$ cat config.mk
export PLATFORM = sky130hd
export DESIGN_NAME = vga_fb_scaler
export DESIGN_NICKNAME = d
export VERILOG_FILES = /design/src/rtl/cam_vga_pkg.sv /design/src/rtl/pix_delay_line.sv /design/src/rtl/vga_fb_scaler.sv
export SDC_FILE = /design/constraint.sdc
export NUM_CORES = 1
export LEC_CHECK = 0
export BUFFER_PORTS_ARGS = -buffer_cell sky130_fd_sc_hd__buf_2
export CAP_MARGIN = 10
export CORE_MARGIN = 2
export CORE_UTILIZATION = 45
export CTS_CLUSTER_SIZE = 30
export DETAILED_ROUTE_END_ITERATION = 7
export HOLD_SLACK_MARGIN = 0.02
export MAX_ROUTING_LAYER = met4
export PLACE_DENSITY_LB_ADDON = 0.08
export SLEW_MARGIN = 20
export SYNTH_ARGS = -nofsm -noshare
export SYNTH_HDL_FRONTEND = slang
export SYNTH_SLANG_ARGS = --single-unit
$ cat constraint.sdc
create_clock -name clk -period 13.6 [get_ports clk]
set_input_delay 2.72 -clock clk [delete_from_list [all_inputs] [get_ports clk]]
set_output_delay 2.72 -clock clk [all_outputs]
set_load 0.05 [all_outputs]
$ cat src/rtl/cam_vga_pkg.sv
// Shared constants for the camera frame buffer and VGA display path.
// Geometry, pixel format, scale-select encoding and the black-slot address.
package cam_vga_pkg;

    localparam int CAM_X    = 160;
    localparam int CAM_Y    = 120;
    localparam int AW       = 15;
    localparam int DW       = 12;
    localparam int H_ACTIVE = 640;
    localparam int V_ACTIVE = 480;

    localparam logic [1:0] SCALE_1X = 2'd0;
    localparam logic [1:0] SCALE_2X = 2'd1;
    localparam logic [1:0] SCALE_4X = 2'd2;

    // One past the last pixel; the frame buffer keeps a black word here.
    localparam int BLACK_SLOT = CAM_X * CAM_Y;

    typedef enum logic {
        WAIT_FRAME,
        ACTIVE
    } scaler_state_t;

    // Maps scale_sel to log2 of the scale factor; the reserved code behaves as 1x.
    function automatic logic [1:0] scale_shift(input logic [1:0] sel);
        case (sel)
            SCALE_2X: scale_shift = 2'd1;
            SCALE_4X: scale_shift = 2'd2;
            default:  scale_shift = 2'd0;
        endcase
    endfunction

endpackage

$ cat src/rtl/pix_delay_line.sv
// Fixed-depth shift register used to keep side-band flags aligned with
// frame-buffer read data.
module pix_delay_line #(
    parameter int DEPTH = 1,
    parameter int WIDTH = 1
) (
    input  logic             clk,
    input  logic             rst,
    input  logic [WIDTH-1:0] din,
    output logic [WIDTH-1:0] dout
);

    logic [WIDTH-1:0] stage [DEPTH];

    // NOTE: these stages carry control flags, so unlike a data RAM they are
    // reset; a stale flag would let RAM data through as a visible pixel.
    always_ff @(posedge clk or posedge rst) begin
        if (rst) begin
            for (int i = 0; i < DEPTH; i++) stage[i] <= '0;
        end else begin
            stage[0] <= din;
            for (int i = 1; i < DEPTH; i++) stage[i] <= stage[i-1];
        end
    end

    assign dout = stage[DEPTH-1];

endmodule

$ cat src/rtl/vga_fb_scaler.sv
// Frame-buffer read address generator with 1x/2x/4x integer upscaling,
// optional centring and border substitution outside the image window.
module vga_fb_scaler #(
    parameter int CAM_X    = cam_vga_pkg::CAM_X,
    parameter int CAM_Y    = cam_vga_pkg::CAM_Y,
    parameter int AW       = cam_vga_pkg::AW,
    parameter int DW       = cam_vga_pkg::DW,
    parameter int H_ACTIVE = cam_vga_pkg::H_ACTIVE,
    parameter int V_ACTIVE = cam_vga_pkg::V_ACTIVE,
    parameter int RAM_LAT  = 1
) (
    input  logic          clk,
    input  logic          rst,
    input  logic [1:0]    scale_sel,
    input  logic          center_en,
    input  logic [DW-1:0] border_color,
    input  logic [9:0]    vga_posX,
    input  logic [9:0]    vga_posY,
    output logic [AW-1:0] ram_addr,
    input  logic [DW-1:0] ram_data,
    output logic [DW-1:0] pixel_out,
    output logic          frame_start
);
    import cam_vga_pkg::*;

    localparam int            XW       = 12;
    localparam logic [AW-1:0] BLACK    = AW'(CAM_X * CAM_Y);
    localparam logic [AW-1:0] ROW_STEP = AW'(CAM_X);

    scaler_state_t state, state_next;

    logic [1:0]    k_lat, k_eff, rep_last;
    logic          center_lat, c_eff;
    logic [9:0]    prev_x, prev_y;
    logic          fs_det, new_line, active, in_win;
    logic [XW-1:0] px, py, win_w, win_h, ox, oy;
    logic [1:0]    hrep, hrep_n, vrep, vrep_n;
    logic [AW-1:0] col, col_n, row_base, row_n;
    logic          win_q, win_d;

    assign fs_det   = (vga_posX == '0) && (vga_posY == '0) &&
                      !((prev_x == '0) && (prev_y == '0));
    assign new_line = vga_posY != prev_y;

    // The first pixel of a new frame already uses the incoming mode.
    assign k_eff = fs_det ? scale_shift(scale_sel) : k_lat;
    assign c_eff = fs_det ? center_en : center_lat;

    assign px    = XW'(vga_posX);
    assign py    = XW'(vga_posY);
    assign win_w = XW'(CAM_X) << k_eff;
    assign win_h = XW'(CAM_Y) << k_eff;
    assign ox    = (c_eff && win_w <= XW'(H_ACTIVE)) ? (XW'(H_ACTIVE) - win_w) >> 1 : '0;
    assign oy    = (c_eff && win_h <= XW'(V_ACTIVE)) ? (XW'(V_ACTIVE) - win_h) >> 1 : '0;

    assign active = (state == ACTIVE) || fs_det;
    assign in_win = active &&
                    (px >= ox) && (px < ox + win_w) && (px < XW'(H_ACTIVE)) &&
                    (py >= oy) && (py < oy + win_h) && (py < XW'(V_ACTIVE));

    always_comb begin
        case (k_eff)
            2'd1:    rep_last = 2'd1;
            2'd2:    rep_last = 2'd3;
            default: rep_last = 2'd0;
        endcase
    end

    always_comb begin
        // NOTE: every variable gets a default first, so no branch can leave
        // one unassigned and infer a latch.
        hrep_n = hrep;
        col_n  = col;
        vrep_n = vrep;
        row_n  = row_base;

        if (px == ox) begin
            hrep_n = '0;
            col_n  = '0;
        end else if (hrep == rep_last) begin
            hrep_n = '0;
            col_n  = col + AW'(1);
        end else begin
            hrep_n = hrep + 2'd1;
        end

        // Row counters step once per new line; the top image row re-anchors them.
        if (fs_det || py == oy) begin
            vrep_n = '0;
            row_n  = '0;
        end else if (new_line) begin
            if (vrep == rep_last) begin
                vrep_n = '0;
                row_n  = row_base + ROW_STEP;
            end else begin
                vrep_n = vrep + 2'd1;
            end
        end
    end

    always_comb begin
        state_next = state;
        case (state)
            WAIT_FRAME: if (fs_det) state_next = ACTIVE;
            ACTIVE:     state_next = ACTIVE;
            default:    state_next = WAIT_FRAME;
        endcase
    end

    always_ff @(posedge clk or posedge rst) begin
        // NOTE: sequential state uses non-blocking assignments so every
        // register samples the values from before the edge.
        if (rst) begin
            state       <= WAIT_FRAME;
            k_lat       <= '0;
            center_lat  <= 1'b0;
            prev_x      <= '1;
            prev_y      <= '1;
            hrep        <= '0;
            col         <= '0;
            vrep        <= '0;
            row_base    <= '0;
            ram_addr    <= BLACK;
            win_q       <= 1'b0;
            frame_start <= 1'b0;
        end else begin
            state       <= state_next;
            prev_x      <= vga_posX;
            prev_y      <= vga_posY;
            hrep        <= hrep_n;
            col         <= col_n;
            vrep        <= vrep_n;
            row_base    <= row_n;
            ram_addr    <= in_win ? row_n + col_n : BLACK;
            win_q       <= in_win;
            frame_start <= fs_det;
            if (fs_det) begin
                k_lat      <= scale_shift(scale_sel);
                center_lat <= center_en;
            end
        end
    end

    pix_delay_line #(
        .DEPTH (RAM_LAT),
        .WIDTH (1)
    ) u_win_dly (
        .clk  (clk),
        .rst  (rst),
        .din  (win_q),
        .dout (win_d)
    );

    always_ff @(posedge clk or posedge rst) begin
        if (rst) pixel_out <= '0;
        else     pixel_out <= win_d ? ram_data : border_color;
    end

endmodule

# Word level (Yosys, flattened, before mapping)
# Cells that the tools add are included.
# Widths: inputs -> output; s select.
[word_totals]
ff_bits = 88
in_bits = 49
out_inout_bits = 28
wordCells = 82
[op_classes]
addsub = 9
order_cmp = 8
n_eq_ne = 9
shift = 2
mux = 20
bitwise_logic = 1
n_reduce_logical = 19
[op_table]
columns = ["operator", "count"]
rows = [
  ["$mux 15", 6],
  ["$logic_not 10->1", 4],
  ["$add 11x12->12", 2],
  ["$lt 10x12->1", 2],
  ["$eq 10x11->1", 2],
  ["$ge 10x11->1", 2],
  ["$mux 11", 2],
  ["$add 15x1->15 const B", 1],
  ["$add 15x15->15", 1],
  ["$add 15x8->15 const B", 1],
  ["$le 12x10->1 const B", 1],
  ["$le 12x9->1 const B", 1],
  ["$mux 12", 1],
  ["$mux 2", 6],
  ["$shl 7x2->12 const A", 1],
  ["$shl 8x2->12 const A", 1],
  ["$sub 10x12->12 const A", 1],
  ["$sub 9x12->12 const A", 1],
  ["$logic_and 1x1->1", 11],
  ["$lt 10x10->1 const B", 1],
  ["$lt 10x9->1 const B", 1],
  ["$ne 10x10->1", 1],
  ["$pmux 2 s2", 2],
  ["$add 2x1->2 const B", 2],
  ["9 further kinds", 14],
]

# Logic depth before layout (Yosys ltp)
[depth]
word_depth = 17
depth_mapped = 25

# Hierarchy
# Synthesis repeated with hierarchy kept, for this count alone.
[hier_totals]
cells_unflattened = 509
hier_area_um2 = 5288.8
[by_module_without_submodules]
columns = ["mod", "n_inst", "cells_per_inst", "area_per_inst_um2", "seq_area_each_um2"]
rows = [
  ["vga_fb_scaler", 1, 507, 5260.0, 2207.1],
  ["pix_delay_line", 1, 2, 28.8, 25.0],
]

# Worst setup path after synthesis
# No wires, ideal clock.
[synth_path]
path_kind = "input to register"
startpoint = "input port vga_posX[2]"
endpoint = "register ram_addr[14]"
setup_ps = 94
arrival_ps = 8350
t_required_ps = 13506
path_slack_ps = 5155
stages = 22
path_cell_list = "nor4_2 -> nand2_1 -> a311o_2 -> inv_4 -> mux2i_1 -> inv_1 -> ha_1 -> buf_1 -> or3_1 -> ha_1 -> nand4_1 -> nor4b_2 -> nor2_1 -> ha_1 -> fa_1 -> a211oi_1 -> nor2_1 -> o211ai_1 -> nand3_1 -> a41oi_1 -> nor3_1 -> or4b_1"
[synth_between]
elab_cells_between_ends = 44
cone_classes = "5 x add/sub; 7 x order compare; 6 x eq/ne; 2 x shift; 11 x mux; 13 x reduce/logical"
[synth_lines]
columns = ["element", "line", "rtl"]
rows = [
  ["start: declaration", "vga_fb_scaler.sv:17", "input logic [9:0] vga_posX,"],
  ["$logic_not 10->1 (*)", "vga_fb_scaler.sv:41", "assign fs_det = (vga_posX == '0) && (vga_posY == '0) &&"],
  ["$logic_and 1x1->1 (*) (2 in a row)", "vga_fb_scaler.sv:41", ""],
  ["via fs_det", "vga_fb_scaler.sv:35", "logic fs_det, new_line, active, in_win;"],
  ["$mux 2 (*)", "n/a", ""],
  ["via k_eff[1]", "vga_fb_scaler.sv:32", "logic [1:0] k_lat, k_eff, rep_last;"],
  ["$shl 8x2->12", "vga_fb_scaler.sv:51", "assign win_w = XW'(CAM_X) << k_eff;"],
  ["$le 12x10->1", "vga_fb_scaler.sv:53", "assign ox = (c_eff && win_w <= XW'(H_ACTIVE)) ? (XW'(H_ACTIVE) - win_w) >> 1 : '0;"],
  ["$logic_and 1x1->1", "vga_fb_scaler.sv:53", ""],
  ["$mux 11", "vga_fb_scaler.sv:53", ""],
  ["$eq 10x11->1", "vga_fb_scaler.sv:77", "if (px == ox) begin"],
  ["$mux 15 (*)", "vga_fb_scaler.sv:77", ""],
  ["via col_n[0]", "vga_fb_scaler.sv:38", "logic [AW-1:0] col, col_n, row_base, row_n;"],
  ["$add 15x15->15 (*)", "vga_fb_scaler.sv:134", "ram_addr <= in_win ? row_n + col_n : BLACK;"],
  ["$mux 15 (*)", "vga_fb_scaler.sv:134", ""],
  ["end signal: assignment", "vga_fb_scaler.sv:134", ""],
  ["end: declaration", "vga_fb_scaler.sv:19", "output logic [AW-1:0] ram_addr,"],
]
# The timed path passes the listed nets; every way through them passes the cells marked *.
# A chain may end at the register's enable or synchronous reset.

# Worst setup path in the final report
[layout_path]
startpoint = "input port vga_posX[2]"
endpoint = "register ram_addr[14]"
[layout_between]
elab_cells_between_ends = 44
cone_classes = "5 x add/sub; 7 x order compare; 6 x eq/ne; 2 x shift; 11 x mux; 13 x reduce/logical"
[layout_lines]
columns = ["element", "line", "rtl"]
rows = [
  ["$logic_not 10->1 (*)", "vga_fb_scaler.sv:41", ""],
  ["$logic_and 1x1->1 (*) (2 in a row)", "vga_fb_scaler.sv:41", ""],
  ["via fs_det", "vga_fb_scaler.sv:35", ""],
  ["$mux 2 (*)", "n/a", ""],
  ["via k_eff[1]", "vga_fb_scaler.sv:32", ""],
  ["$shl 7x2->12", "vga_fb_scaler.sv:52", "assign win_h = XW'(CAM_Y) << k_eff;"],
  ["$le 12x9->1", "vga_fb_scaler.sv:54", "assign oy = (c_eff && win_h <= XW'(V_ACTIVE)) ? (XW'(V_ACTIVE) - win_h) >> 1 : '0;"],
  ["$logic_and 1x1->1", "vga_fb_scaler.sv:54", ""],
  ["$mux 11", "vga_fb_scaler.sv:54", ""],
  ["$eq 10x11->1", "vga_fb_scaler.sv:88", "if (fs_det || py == oy) begin"],
  ["$logic_or 1x1->1", "vga_fb_scaler.sv:88", ""],
  ["$mux 15 (*)", "vga_fb_scaler.sv:88", ""],
  ["via row_n[0]", "vga_fb_scaler.sv:38", ""],
  ["$add 15x15->15 (*)", "vga_fb_scaler.sv:134", ""],
  ["$mux 15 (*)", "vga_fb_scaler.sv:134", ""],
]
# Marked as above.

==> impl_metrics.py <==
metrics = {
    "timing": {
        "final.setup_skew_ps": 8.57,
        "maxSlewViolCount": 0,
        "period_needed_ps": 9020,
        "rsz0062_at_grt": "false",
        "min_period_over_period_pct": 66.4,
        "relSlewSlack_pct": 43.4,
        "hold_viol": 0,
        "setup_viol": 0,
        "setup-tns-final_ps": 0,
        "worst_pin_slew_ps": 849,
        "max_freq_mhz": 111,
        "hold-worst-slack_ps": 348,
    },
    "critical_path": {
        "cp_slowest_cell": "mux2i_1",
        "required_ps": 13850,
        "cp_max_fo": 12,
        "critPathLaunchType": "input pin",
        "arrival_ps": 9280,
        "crit_path_cell_trace": "buf_2 -> nor4_2 -> nand2_1 -> a311o_2 -> inv_4 -> mux2i_1 -> inv_1 -> ha_1 -> nor3_2 -> inv_1 -> ha_1 -> and4_1 -> and4_1 -> inv_1 -> and3_1 -> ha_1 -> fa_1 -> a211oi_1 -> nor2_1 -> o211ai_1 -> nand3_1 -> a41oi_1 -> nor3_1 -> or4b_1",
        "reg2reg_slack_ps": 6850,
        "critPathCaptureType": "register",
        "critPathKind": "in -> reg",
        "reg2reg_to": "ram_addr[14]",
        "r2r-start": "prev_y[8]",
        "reg2regPathDepth": 23,
        "max_stage_delay_ps": 590,
    },
    "detailed_routing": {
        "vias": 4030,
        "drcViolationCount": 0,
        "wire_per_inst_um": 16.7,
        "vias_per_cell": 5.46,
        "dr.pass1.iters": 4,
        "drt_iter0_drc": 202,
        "drt-total-wl_um": 12300,
        "final_antenna_net_count": 0,
    },
    "clock_network": {
        "hold_buffers": 0,
        "htreeDepth": 3,
        "cts_setup_buffers": 0,
        "cts-buffers-inserted": 9,
        "clk_pin_slew_ps": 60,
        "cts_repair_resize_count": 0,
        "cts_tree": "yes",
        "cts.sinks": 88,
        "cts_root_buf": "clkbuf_16",
        "clock_latency_ps": 340,
        "cts_buffer_depth": 2,
    },
    "yosys": {
        "synth.distinct_cells": 57,
        "synth.avg_cell_area_um2": 10.4,
        "syn_area_um2": 5290,
        "synthCells": 508,
        "synth_seq_cells": 88,
        "synth_edf_count": 0,
        "synth_fp_nets": 615,
        "seq_area_frac_synth_pct": 42.2,
        "yosysWarnings": 0,
        "synthArstFlopShare_pct": 100,
        "synth_flop_cell": "dfrtp_1",
    },
    "final_layout": {
        "multi_input_area_um2": 2910,
        "antenna_cells": 0,
        "finalNonFillerCells": 738,
        "layout-drive-gt1-share_pct": 25.4,
        "finalNetCount": 697,
        "seq_area_um2": 2230,
        "synthToLayoutAreaGrowth_pct": 16.1,
        "fillCellCount": 1058,
        "finish.utilization_pct": 53.7,
    },
    "placed_design": {
        "hpwlAfterDp_um": 9430,
        "place_inst": 721,
        "place_congestion": 0.864,
        "port-buffer-count": 76,
    },
    "global_route": {
        "grt_max_degree": 68,
        "grt-ovfl-total": 0,
        "grt_pass1_vias": 4079,
        "grtUsageTotal_pct": 21.4,
        "antenna_found_initial": 0,
        "grt_pass1_wl_um": 20800,
    },
    "hold_path": {
        "hold_end": "u_win_dly.dout",
        "holdPathStages": 0,
        "holdCritPathClass": "reg -> reg",
        "min_from": "win_q",
    },
    "run_status": {
        "outcome": "finished clean",
    },
    "power_and_ir_drop": {
        "p_leak_nw": 2.94,
        "vdd_drop_max_mv": 0.129,
        "power_density_nw_per_um2": 145,
    },
    "job": {
        "maxCapViolCount": 0,
    },
    "floorplanning": {
        "dieArea_um2": 12600,
        "rows": 39,
        "die_h_um": 112,
        "boundaryPins": 77,
        "start_util_pct": 46.3,
        "fp.dieW_um": 112,
        "core_um2": 11400,
    },
}
-- per-stage QoR --
step	setup slack (ps)	area (um2)	power, mW
after global placement	4480	5830	0.640
final	4580	6130	0.889
after floorplan	5160	5290	0.565
after CTS	4620	6130	0.900
after global routing	4120	6130	0.956
after detailed placement	4280	5830	0.645
-- worst max-delay path: cells and delay by family --
kind	cells	cell delay, ps
buffers and inverters	5	850
multiplexers	1	590
adder cells (fa/ha/maj)	4	1400
AND/OR/NAND/NOR	10	2390
AO/OA/AOI/OAI	4	1290
-- layer usage --
metal	vias to the layer above	wire [um]	track usage [%]
met5	-	0	-
met4	0	248	6.34
met3	17	515	3.83
met2	93	5930	34.2
met1	1945	5600	28.1
li1	1975	-	-
-- kinds of logic after synthesis --
logic type	after synthesis	share of synthesized area (%)
AOI/OAI and AO/OA	79	10.2
xor gates and xnor gates	49	8.12
adders and majority gates	58	14.0
buffers and inverters	35	2.63
DFF	88	42.2
muxes	23	4.76
and+or+nand+nor	176	18.1
-- worst max-delay path by stage --
stage                     slack (ps)        start            to
after floorplan                 5160  vga_posX[2]  ram_addr[14]
after global placement          4480  vga_posY[0]  ram_addr[14]
after detailed placement        4280  vga_posX[2]  ram_addr[14]
after CTS                       4620  vga_posX[2]  ram_addr[14]
after global routing            4120  vga_posX[2]  ram_addr[14]
final                           4580  vga_posX[2]  ram_addr[14]
-- Yosys cell counts (all sizes together) (3+ instances only) --
cell type	number	area share, %
a21o	7	0.99
nand4	9	1.1
nand3	9	0.85
xor2	35	5.8
o21a	13	1.8
nor2b	3	0.36
and3	16	1.9
nor2	57	4.4
nand2	26	1.8
dfstp	24	12
buf	5	0.43
a211oi	4	0.57
mux2i	9	1.8
o21ai	16	1.5
nor4b	3	0.85
nor4	12	1.9
clkbuf	4	0.31
dfrtp	64	30
or3	4	0.47
xnor2	14	2.3
nor3	20	2.0
a21oi	17	1.6
inv	26	1.9
a31oi	4	0.47
and4	5	0.83
mux2	14	3.0
ha	56	13
o211ai	3	0.43
or2	4	0.47
-- layout by cell type (no fill, tap or decap), drive strengths merged, types with 7 or more instances in the layout --
cell type,count
nor3,20
and3,16
o21a,13
nand4,9
dfrtp,64
dfstp,24
nand2,26
ha,56
nand3,9
a21o,7
a21oi,17
xor2,35
o21ai,16
nor2,57
mux2,14
mux2i,9
xnor2,14
inv,27
nor4,12
clkbuf,10
buf,80
-- report_power, final --
group	internal, mW	switching [mW]
clock network	0.143	0.105
logic	0.125	0.187
registers	0.299	0.0288
-- final cells by class --
class | count | area share [%]
Clock buffer | 10 | 3.73
Clock inverter | 6 | 1.10
Inverter | 26 | 1.65
Multi-Input combinational cell | 385 | 47.5
Sequential cell | 88 | 36.4
Tap cell | 143 | 2.92
Timing Repair Buffer | 80 | 6.69
-- flip-flops by register name, summed over array words and instances, names as in the netlist --
| signal | flops |
|---|---|
| prev_x | 10 |
| center_lat | 1 |
| prev_y | 10 |
| vrep | 2 |
| k_lat | 2 |
| row_base | 15 |
| col | 15 |
| frame_start | 1 |
| u_win_dly.dout | 1 |
| pixel_out | 12 |
| state | 1 |
| win_q | 1 |
| ram_addr | 15 |
| hrep | 2 |
Note: power is estimated with default switching activity, not from simulation.
